--- src/rtl/clk_div_prog.sv ---
// clk_div_prog: programmable glitch-free clock divider; divisor changes take effect only on a period wrap.
// Define CLK_DIV_TICK_EN to add tick_out, a one-cycle pulse following each wrap edge.
module clk_div_prog #(
    parameter int CNT_W   = 26,
    parameter int DEF_DIV = 500000
) (
    input  logic             clk_50MHz,
    input  logic             rst,
    input  logic             en,
    input  logic [CNT_W-1:0] div_val,
    input  logic             div_load,
    output logic             div_busy,
    output logic             div_err,
`ifdef CLK_DIV_TICK_EN
    output logic             tick_out,
`endif
    output logic             clk_out
);

    localparam logic [CNT_W-1:0] DEF_N = CNT_W'(DEF_DIV);

    logic [CNT_W-1:0] n, cnt, pend;
    logic [CNT_W:0]   h, cnt_inc;
    logic             wrap, load_ok, load_bad;

    // High-phase length ceil(N/2); one extra bit keeps N = 2^CNT_W-1 from overflowing.
    assign h        = ({1'b0, n} + (CNT_W+1)'(1)) >> 1;
    assign cnt_inc  = {1'b0, cnt} + (CNT_W+1)'(1);
    assign wrap     = cnt == n - CNT_W'(1);
    assign load_ok  = div_load && div_val >= CNT_W'(2);
    assign load_bad = div_load && div_val < CNT_W'(2);

    always_ff @(posedge clk_50MHz or negedge rst) begin
        if (!rst) begin
            n        <= DEF_N;
            cnt      <= DEF_N - CNT_W'(1);
            pend     <= '0;
            div_busy <= 1'b0;
            div_err  <= 1'b0;
            clk_out  <= 1'b0;
        end else begin
            div_err <= load_bad;
            if (en) begin
                cnt     <= wrap ? '0 : cnt_inc[CNT_W-1:0];
                clk_out <= wrap || cnt_inc < h;
                if (wrap && div_busy)
                    n <= pend;
            end
            // A load on the wrap edge wins over the clear, so it waits for the next wrap.
            if (load_ok) begin
                pend     <= div_val;
                div_busy <= 1'b1;
            end else if (en && wrap) begin
                div_busy <= 1'b0;
            end
        end
    end

`ifdef CLK_DIV_TICK_EN
    always_ff @(posedge clk_50MHz or negedge rst) begin
        if (!rst)
            tick_out <= 1'b0;
        else
            tick_out <= en && wrap;
    end
`endif

endmodule

--- config.mk ---
export PLATFORM = sky130hd
export DESIGN_NAME = clk_div_prog
export DESIGN_NICKNAME = d
export VERILOG_FILES = /design/src/rtl/clk_div_prog.sv
export SDC_FILE = /design/constraint.sdc
export NUM_CORES = 1
export LEC_CHECK = 0
export ABC_CLOCK_PERIOD_IN_PS = 4800
export CORE_MARGIN = 1
export CORE_UTILIZATION = 30
export CTS_BUF_LIST = sky130_fd_sc_hd__clkbuf_8
export DETAILED_ROUTE_END_ITERATION = 6
export PLACE_DENSITY = 0.49
export SLEW_MARGIN = 20
export SYNTH_ARGS = -nofsm -noshare
export SYNTH_HDL_FRONTEND = slang
export SYNTH_SLANG_ARGS = --single-unit
export TNS_END_PERCENT = 20
--- constraint.sdc ---
create_clock -name clk_50MHz -period 4.8 [get_ports clk_50MHz]
set_input_delay 0.96 -clock clk_50MHz [delete_from_list [all_inputs] [get_ports clk_50MHz]]
set_output_delay 0.96 -clock clk_50MHz [all_outputs]
set_load 0.02 [all_outputs]
# Word-level counts from Yosys, hierarchy flattened
# Cells that the tools add are included.
dict set report word_totals {
  inputBits 30
  ff_bits 81
  word_cells 23
}
dict set report op_classes {
  add_sub_neg 3
  n_reduce_logical 7
  muxes 3
  eq_ne 1
  n_lt_le_gt_ge 3
}
# operator count
set ops {}
lappend ops {{26-bit by 1-bit adder with 27-bit output, second input constant} 2}
lappend ops {{27-bit by 26-bit < comparator with 1-bit output} 1}
lappend ops {{26-bit == test} 1}
lappend ops {{26-bit by 2-bit >= comparator with 1-bit output, second input constant} 1}
lappend ops {{26-bit by 2-bit < comparator with 1-bit output, second input constant} 1}
lappend ops {{26-bit 2-to-1 mux} 1}
lappend ops {{26-bit by 1-bit subtractor with 26-bit output, second input constant} 1}
lappend ops {{1-bit logical AND} 4}
lappend ops {{1-bit 2-to-1 mux} 2}
lappend ops {{2-bit AND reduction} 1}
lappend ops {{2-bit nonzero test} 1}
lappend ops {{1-bit logical OR} 1}

# Longest topological paths before layout
dict set report depth {
  word_depth 5
  mapped_depth 16
  ltp_nobuf 15
}

# Worst setup path after synthesis
# No wires, ideal clock.
dict set report synth_path {
  kind {flip-flop to flip-flop}
  from {register n[8]}
  to {register n[10]}
  setup_time_ns 0.125
  t_arrival_ns 3.452
  slack_ns 1.224
  period_less_slack_ns 3.576
  stages_incl_launch_ff 11
  t_required_ns 4.675
  n_path_buf 3
  cell_sequence {dfstp_2 -> buf_2 -> or3_1 -> or4_1 -> clkbuf_1 -> or4_1 -> a211oi_1 -> nand4_1 -> nor4_4 -> buf_6 -> mux2_2}
}
dict set report synth_between {
  elab_chain_len 4
}
# item line_no
set synth_lines {}
lappend synth_lines {{start: declaration} 22} ;# logic [CNT_W-1:0] n, cnt, pend;
lappend synth_lines {{start signal: assignment} 47} ;# n <= pend;
lappend synth_lines {{26-bit by 1-bit subtractor with 26-bit output} 29} ;# assign wrap = cnt == n - CNT_W'(1);
lappend synth_lines {{26-bit == test} 29}
lappend synth_lines {{1-bit logical AND} 46} ;# if (wrap && div_busy)
lappend synth_lines {{2-bit AND reduction (no line)} --}
# Every way passes these cells.
# A chain may end at the register's enable or synchronous reset.

# Worst setup path after layout
dict set report layout_path {
  from {register n[6]}
  to {register n[2]}
}
# The elaborated chain is that of the path after synthesis.

==> impl_metrics.json <==
{
  "status": "complete, no violations",
  "hp-class": "reg2reg",
  "ios": 33,
  "timing.final.max_slew_violations": 0,
  "skew_ns": 0.0147,
  "grt_pass1_vias": 4457,
  "layout-drive-gt1-share": 0.159,
  "antenna_found_initial": 0,
  "synth.avg_cell_area_um2": 9.36,
  "syn_nets": 660,
  "yosys-top-cells-area": "dfrtp_1 28%, mux2_2 8.6%, dfstp_2 8.4%",
  "worstSetupStartpointType": "flip-flop",
  "die_y_um": 139,
  "fillCellCount": 1823,
  "p_total_mw": 1.66,
  "clk_latency_ns": 0.37,
  "worst_slew_pin_slew_ns": 0.879,
  "ys_ff_latch": 81,
  "critPathMaxStageDelay_ns": 0.68,
  "fmax_mhz": 250,
  "initial_utilization": 0.310,
  "async_reset_ff_frac": 1.00,
  "port_buffers": 32,
  "dr.first_iter.drc_count": 190,
  "area_growth_pct": 12.5,
  "routed_wl_um": 14400,
  "grt_pass1_wl_um": 23900,
  "cts_hold_buf": 0,
  "die-area_um2": 19300,
  "post_cts_resized": 0,
  "core_area_um2": 18200,
  "cp_top_family": "simple AND/OR/NAND/NOR gates",
  "period_share": 0.835,
  "rows": 49,
  "cts_htree_levels": 3,
  "synth-seq-area-share": 0.364,
  "drc": 0,
  "hold_viol_final": 0,
  "period_minus_slack_ns": 4.01,
  "cts_sinks": 81,
  "yosys_warnings": 0,
  "synth_top_area_share": 0.280,
  "path_cells": "or3_1 > or4_1 > or4_1 > a211oi_1 > nand4_1 > nor4_4 > buf_4 > mux2_2",
  "cts_inserted_buffers": 9,
  "synth_edf_count": 0,
  "yosysMostFrequentCell": "dfrtp_1",
  "setup.worst_path.class": "reg2reg",
  "tritoncts": "done",
  "slowest_stage": "or4_1",
  "ff_latch_area_um2": 2050,
  "cts_root_buffer": "clkbuf_8",
  "yosys.area.top_type": "dfrtp_1",
  "setup_violations": 0,
  "dp_hpwl_um": 10800,
  "placed_cell_area_um2": 6110,
  "cellPowerDensity_nw_per_um2": 262,
  "fin_nets": 663,
  "crit_top_cell": "or4_1",
  "cellLeakagePower_nw": 2.74,
  "yosysUniqueCellTypes": 54,
  "cp-end-kind": "flip-flop",
  "synthTopCellsByCount": "63 x dfrtp_1, 60 x nand2_1, 46 x xor2_1, 44 x nor2_1",
  "grt.total_usage": 0.158,
  "wl_per_cell_um": 17.2,
  "gp_congestion": 0.839,
  "critPathRequiredTime_ns": 5.05,
  "cap_violations": 0,
  "clk_pin_slew_ns": 0.08,
  "max-vdd-ir-drop_mv": 0.139,
  "die_w_um": 139,
  "syn_area_um2": 5640,
  "clock_path_buffers": 2,
  "vias": 4382,
  "grt_setup_unrepaired": "false",
  "grt-ovfl-total": 0,
  "dr.pass1.iters": 4,
  "hold_slack_ns": 0.474,
  "design_area_um2": 6340,
  "tns_ns": 0,
  "ant_nets": 0,
  "critPathArrivalTime_ns": 4.26,
  "path_buf_inv": 1,
  "cts_setup_buffers": 0,
  "synthFlopType": "dfrtp_1",
  "grt_max_degree": 82,
  "synthCells": 602,
  "critPathMaxFanout": 26,
  "antenna_cells": 0,
  "vias_per_cell": 5.22,
  "slew_headroom": 0.414,
  "multi_input_area_um2": 3370
}
[through the flow]
stage,util,worst slack (ns),std cells
2_1_floorplan,-,1.22,602
3_3_place_gp,0.336,0.866,823
3_5_place_dp,0.336,0.836,823
4_1_cts,0.348,0.814,839
5_1_grt,0.348,0.545,839
6_report,0.348,0.794,839
[kinds of logic after synthesis]
| logic type | count (synthesis) | share of synthesized area |
|---|---|---|
| AOI/OAI and AO/OA | 75 | 0.0957 |
| buffers and inverters | 56 | 0.0404 |
| adders and majority gates | 28 | 0.0622 |
| xor gates and xnor gates | 89 | 0.138 |
| DFF | 81 | 0.364 |
| and+or+nand+nor | 226 | 0.206 |
| muxes | 47 | 0.0935 |
[final cells by class]
cell class | count | area share
clock buffers | 10 | 0.0217
multi-input cells | 465 | 0.532
flip-flops and latches | 81 | 0.323
clock inverters | 6 | 0.0132
well taps | 229 | 0.0452
repair buffers | 40 | 0.0602
inverters | 8 | 0.00474
[state kept, by name, indices dropped and copies added (netlist names)]
register  flops
cnt          26
n            26
div_err       1
clk_out       1
pend         26
div_busy      1
[tightest hold or removal path: stages, from the launching register on]
cell and delay (ns):
dfrtp_1 0.34, nand2_1 0.05, nand2_1 0.05
[report_power, final]
part	total (mW)	leakage, nW	switching, mW	internal [mW]
Sequential	0.808	1.00	0.0655	0.743
Combinational	0.287	1.62	0.140	0.147
Clock	0.563	0.115	0.258	0.305
[final timing paths]
path / startpoint / endpoint / slack, ns / cells past startpoint
hold reg to reg: pend[4]$_DFFE_PN0P_ / pend[4]$_DFFE_PN0P_ / 0.47 / 2
setup / recovery: n[6]$_DFFE_PN0P_ / n[2]$_DFFE_PN0P_ / 0.79 / 8
max in group asynchronous: rst / pend[2]$_DFFE_PN0P_ / 3.66 / 1
setup reg to reg: n[6]$_DFFE_PN0P_ / n[2]$_DFFE_PN0P_ / 0.79 / 8
hold / removal: pend[4]$_DFFE_PN0P_ / pend[4]$_DFFE_PN0P_ / 0.47 / 2
min in group asynchronous: rst / pend[22]$_DFFE_PN0P_ / 0.62 / 1
[layer usage]
layer	share of wire	GRT usage	up-vias
li1	-	-	2150
met1	0.50	0.216	2123
met2	0.45	0.249	89
met3	0.035	0.0349	20
met4	0.019	0.0468	0
met5	0	0	-
[cell usage in the layout, fill, tap and decap left out, drive strengths merged, types with 10 or more instances in the layout]
master and instances:
a22o 15, clkbuf 10, clkdlybuf4s50 31, dfrtp 63, dfstp 18, ha 28
inv 10, mux2 45, nand2 60, nand3 21, nand4 21, nor2 44
nor3 13, nor4 19, o21ai 14, xnor2 43, xor2 46
(Power assumes the default switching activity.)
